===== src/rtl/reg_wb_arbiter.sv =====
// reg_wb_arbiter: write-side front end for the 32x32 GPR file.
// Merges the in-order pipeline writeback and a long-latency result stream
// (valid/ready, buffered in a DEPTH-entry FIFO) onto the single write port.
// Pipeline writes always win the slot; queued results drain on idle cycles.
// Ports:
//   clk, rst                    clock, synchronous active-high reset
//   p_we/p_waddr/p_wdata        pipeline writeback
//   b_valid/b_ready/b_waddr/b_wdata  long-latency result handshake
//   raddr1/raddr2, pend1/pend2  decode read addresses / pending-write hits (comb)
//   we/waddr/wdata              registered register-file write port
//   count                       FIFO occupancy (squashed entries included)
module reg_wb_arbiter #(
  parameter int unsigned DEPTH = 4,
  parameter int unsigned DW    = 32,
  parameter int unsigned AW    = 5
) (
  input  logic                         clk,
  input  logic                         rst,
  input  logic                         p_we,
  input  logic [AW-1:0]                p_waddr,
  input  logic [DW-1:0]                p_wdata,
  input  logic                         b_valid,
  output logic                         b_ready,
  input  logic [AW-1:0]                b_waddr,
  input  logic [DW-1:0]                b_wdata,
  input  logic [AW-1:0]                raddr1,
  input  logic [AW-1:0]                raddr2,
  output logic                         pend1,
  output logic                         pend2,
  output logic                         we,
  output logic [AW-1:0]                waddr,
  output logic [DW-1:0]                wdata,
  output logic [$clog2(DEPTH+1)-1:0]   count
);

  localparam int unsigned PW = (DEPTH > 1) ? $clog2(DEPTH) : 1;
  localparam int unsigned CW = $clog2(DEPTH + 1);

  logic [AW-1:0]    q_addr [DEPTH];
  logic [DW-1:0]    q_data [DEPTH];
  logic [DEPTH-1:0] q_live;
  logic [PW-1:0]    head;
  logic [PW-1:0]    tail;

  logic pw;
  logic push;
  logic pop;

  // Writes to r0 are architecturally discarded, so they never claim the slot.
  assign pw      = p_we && (p_waddr != '0);
  // Ready looks only at registered occupancy; a same-cycle pop does not help.
  assign b_ready = (count < CW'(DEPTH));
  assign push    = b_valid && b_ready;
  assign pop     = !pw && (count != '0);

  // FIFO, squash tracking and registered write port.
  always_ff @(posedge clk) begin
    if (rst) begin
      we     <= 1'b0;
      waddr  <= '0;
      wdata  <= '0;
      head   <= '0;
      tail   <= '0;
      count  <= '0;
      q_live <= '0;
    end else begin
      we <= 1'b0;
      if (pw) begin
        we    <= 1'b1;
        waddr <= p_waddr;
        wdata <= p_wdata;
      end else if (pop) begin
        // Squashed heads still pop, just without a write.
        we    <= q_live[head];
        waddr <= q_addr[head];
        wdata <= q_data[head];
      end

      // Pipeline write is younger than anything queued: kill older matches.
      for (int i = 0; i < int'(DEPTH); i++) begin
        if (pw && (q_addr[i] == p_waddr)) begin
          q_live[i] <= 1'b0;
        end
      end

      if (pop) begin
        q_live[head] <= 1'b0;
        head         <= PW'(head + PW'(1));
      end

      // Push after the squash loop; an entry pushed alongside a matching
      // pipeline write is born dead. Push and pop never share a slot here.
      if (push) begin
        q_addr[tail] <= b_waddr;
        q_data[tail] <= b_wdata;
        q_live[tail] <= (b_waddr != '0) && !(pw && (b_waddr == p_waddr));
        tail         <= PW'(tail + PW'(1));
      end

      case ({push, pop})
        2'b10:   count <= CW'(count + CW'(1));
        2'b01:   count <= CW'(count - CW'(1));
        default: count <= count;
      endcase
    end
  end

  // Pending-write hits against live queued entries.
  always_comb begin
    pend1 = 1'b0;
    pend2 = 1'b0;
    for (int i = 0; i < int'(DEPTH); i++) begin
      if (q_live[i] && (raddr1 != '0) && (q_addr[i] == raddr1)) pend1 = 1'b1;
      if (q_live[i] && (raddr2 != '0) && (q_addr[i] == raddr2)) pend2 = 1'b1;
    end
  end

endmodule


===== config.mk =====
export PLATFORM = sky130hd
export DESIGN_NAME = reg_wb_arbiter
export DESIGN_NICKNAME = d
export VERILOG_FILES = /design/src/rtl/reg_wb_arbiter.sv
export SDC_FILE = /design/constraint.sdc
export NUM_CORES = 1
export LEC_CHECK = 0
export BUFFER_PORTS_ARGS = -buffer_cell sky130_fd_sc_hd__buf_2
export CAP_MARGIN = 10
export CORE_MARGIN = 10
export CORE_UTILIZATION = 44
export DETAILED_ROUTE_END_ITERATION = 10
export PLACE_DENSITY = 0.62
export SLEW_MARGIN = 5
export SYNTH_ARGS = -nofsm -noshare
export SYNTH_HDL_FRONTEND = slang
export SYNTH_SLANG_ARGS = --single-unit

===== constraint.sdc =====
create_clock -name clk -period 2.8 [get_ports clk]
set_input_delay 0.14 -clock clk [delete_from_list [all_inputs] [get_ports clk]]
set_output_delay 0.14 -clock clk [all_outputs]
set_load 0.05 [all_outputs]

==> key figures <==
Status
  • Run status: finished, final reports clean

CTS
  • CTS H-Tree Depth: 4
  • Maximum number of buffers from clock root to sink: 2
  • Post-CTS repair timing setup buffer count: 0
  • Root cell of the clock tree: clkbuf_16
  • Clock buffer count from CTS: 17
  • Clock insertion delay at the later pin of the skew report: 0.43 ns
  • Clock tree from TritonCTS: done
  • Register clock-pin slew on the reported worst setup and hold paths: 0.07 ns
  • Post-CTS resize count: 0
  • Number of sinks on the clock net: 199

Setup path
  • Start-to-end type of the worst setup path: flip-flop to primary output
  • Worst setup EP type: primary output
  • Data required, critical path: 2.66 ns
  • Peak fanout along the critical path: 4
  • Nature of the critical path startpoint: flip-flop
  • Critical path data arrival time: 2.10 ns

Timing
  • Total Negative Setup Slacks: 0 ns
  • Maximum clock frequency: 446 MHz
  • Portion of the clock cycle consumed by the worst path in the final layout: 80.0%
  • Max-slew violation count: 0
  • Post-route setup slack: 0.560 ns
  • Setup repair after global routing missed its margin: false
  • Slew headroom: 52.3%
  • Hold Vio Cnt, Final: 0
  • Actual slew at the worst max-slew pin: 0.715 ns
  • Max Clock Skew: 0.0107 ns
  • Final setup violation count: 0
  • Fin crit period: 2.24 ns

Detailed routing
  • DRT antenna net count: 0
  • Routed wire per std cell: 20.8 um
  • Routed via count: 5,513
  • Wire length reported by the detailed router: 21.6 mm
  • 1st-pass router iterations: 5
  • Iteration-0 DRC Markers: 416
  • Post-route DRC: 0
  • Detailed-route vias per instance: 5.30

Placed design
  • Half-perimeter wire length of the detailed placement result: 14.8 mm
  • Post-place setup slack: 0.220 ns
  • # port buffers: 131
  • Routability cong.: 0.850
  • Placed cell count: 959

Floorplan
  • Row count: 51
  • Starting density of the core: 44.6%
  • Horizontal die dimension: 160 um
  • Core ar.: 0.0194 sq mm
  • Die height: 160 um
  • Top Ports: 132
  • Die footprint: 0.0257 sq mm

Synthesis
  • Share of synthesized area occupied by flip-flops and latches: 63.2%
  • Fraction of the mapped netlist area in compound gates: 8.18%
  • Dominant synthesized flop cell: edfxtp_1
  • Post-Synth XOR/XNOR Area: 6.89%
  • Area share of the leading cell type in the synthesized netlist: 51.4%
  • Proportion of register bits with asynchronous set or reset after synthesis: 0%
  • Warnings, synthesis: 0
  • Synthesized-area fraction occupied by adder cells: 1.53%
  • Library cells used by synthesis: 38
  • Number of flops mapped to enable cells by yosys: 148
  • Simple-Gate Fraction of Synth Area: 7.12%
  • Avg Cell Area, Syn: 14.6 sq um
  • Number of synthesized register bits: 199
  • Mapped Cells: 593
  • Main combinational cell family by area after synthesis: multiplexers
  • Syn_nets: 691
  • Multiplexer area fraction after synthesis: 10.1%
  • Cell type with the largest total area after synthesis: edfxtp_1
  • Cells taking the most area after synthesis: edfxtp_1 (51%), dfxtp_1 (12%), mux4_2 (9.9%)
  • Post-Syn Area: 0.00865 sq mm

Cells and area
  • Number of filler cells placed in the layout: 1,592
  • Multi-input gate area in the final layout: 0.00294 sq mm
  • Final Instance Count excl. Fillers: 1,040
  • Share of final-layout standard cells stronger than drive strength 1: 31.5%
  • Sequential cell area: 0.00547 sq mm
  • Area added between synthesis and finish: 23.7%
  • Antenna diode count: 0
  • Number of nets in the layout: 860

Power and ir drop
  • Power density relative to cell area: 820 mW/mm^2
  • VDD IR max: 0.589 mV
  • Leakage power total: 3.86 nW

GRT
  • Vias in the first global route: 5,980
  • Combined global-route utilization of all metal layers: 16.9%
  • Remaining global-route overflow: 0
  • Number of antenna violations at the first check in global routing: 0
  • First-pass GRT wire length: 33.8 mm
  • Maximum number of pins on one net before global-route repair: 52

Hold path
  • Min-delay worst type: primary input to flip-flop

Run
  • Max-cap violations: 0
-- worst paths after layout --
kind,from,end,slack (ns),cells past startpoint
max,q_addr[3][2]$_DFFE_PP_,pend1,0.56,6
min,p_wdata[17],wdata[17]$_SDFFE_PP0P_,0.02,3
max reg2reg,count[2]$_SDFFE_PP0P_,count[2]$_SDFFE_PP0P_,0.64,8
min reg2reg,tail[1]$_SDFFE_PP0P_,tail[1]$_SDFFE_PP0P_,0.52,2
-- layout make-up --
class,count,area share [%]
Sequential cell,199,51.1
Multi-Input combinational cell,342,27.5
Timing Repair Buffer,193,12.3
Clock buffer,25,4.84
Tap cell,265,3.10
Clock inverter,7,0.737
Inverter,9,0.316
-- registers in the layout, summed over array words and instances, names as in the netlist, named ones only --
register / cells
q_data: 128
wdata: 32
q_addr: 20
waddr: 5
q_live: 4
count: 3
head: 2
tail: 2
we: 1
-- placed cells by master, fill, tap and decap left out, types with 4 or more instances in the layout --
cell type and count:
a211oi_1 15, a211oi_2 20, a21oi_1 42, a221oi_1 4, a22o_1 4, and2_2 4
buf_12 6, buf_2 131, buf_4 7, clkbuf_1 4, clkbuf_16 19, dfxtp_1 49
dlygate4sd3_1 49, edfxtp_1 148, ha_1 9, inv_1 9, inv_6 4, mux4_2 38
nand2_1 41, nand2b_1 4, nand3_1 9, nand4_1 6, nor2_1 43, nor3_1 4
nor4_1 9, xnor2_1 20, xor2_1 48
-- synth_stat cells (all sizes together), types with 5 or more instances --
library cell / n
nand3: 10
clkbuf: 23
dfxtp: 51
nor3: 5
nand2: 41
ha: 9
buf: 20
a21oi: 42
a211oi: 35
inv: 9
nand4: 6
nor4: 9
xnor2: 20
xor2: 48
mux4: 38
edfxtp: 148
nor2: 45
-- routing by layer --
layer,track usage [%],part of all wire [%]
met2,29.5,52
met5,0,0
met1,20.1,42
met3,3.86,4.1
met4,5.88,2.0
-- timing repair --
action | in CTS | in global routing
hold endpoints to repair | 160 | 0
setup endpoints to repair | 0 | 0
hold buffers | 49 | 0
-- cells by family (layout without fill, tap and decap cells) --
logic type	after synthesis	in the layout
buffers and inverters	52	234
DFF	199	199
xor gates and xnor gates	68	68
adders and majority gates	10	10
muxes	40	40
and+or+nand+nor	131	131
AOI/OAI and AO/OA	93	93
-- worst max-delay path, cell delays in order, from the launching register on --
cell and delay [ns]:
edfxtp_1 0.53, xor2_1 0.21, nor4_1 0.30, nand3_1 0.12, nand4_1 0.10, o21a_1 0.15, buf_2 0.27
-- per-stage QoR --
stage | area [sq um] | hold WS (ns) | utilization, % | power (mW)
after floorplan | 8650 | 0.239 | - | 5.60
after global placement | 9600 | 0.348 | 49.5 | 6.34
after detailed placement | 9600 | 0.356 | 49.5 | 6.39
after CTS | 10700 | 0.00535 | 55.1 | 8.88
after global routing | 10700 | 0.0230 | 55.1 | 9.18
final | 10700 | 0.0249 | 55.1 | 8.77
-- report_power, final --
part / total [mW] / internal (mW) / switching, mW / leakage [nW]
Sequential: 3.67 / 3.45 / 0.223 / 1.77
Clock: 2.43 / 1.40 / 1.03 / 0.294
Combinational: 2.67 / 0.984 / 1.69 / 1.80
Total: 8.77 / 5.82 / 2.94 / 3.86
Power figures use the tool's default switching activity.
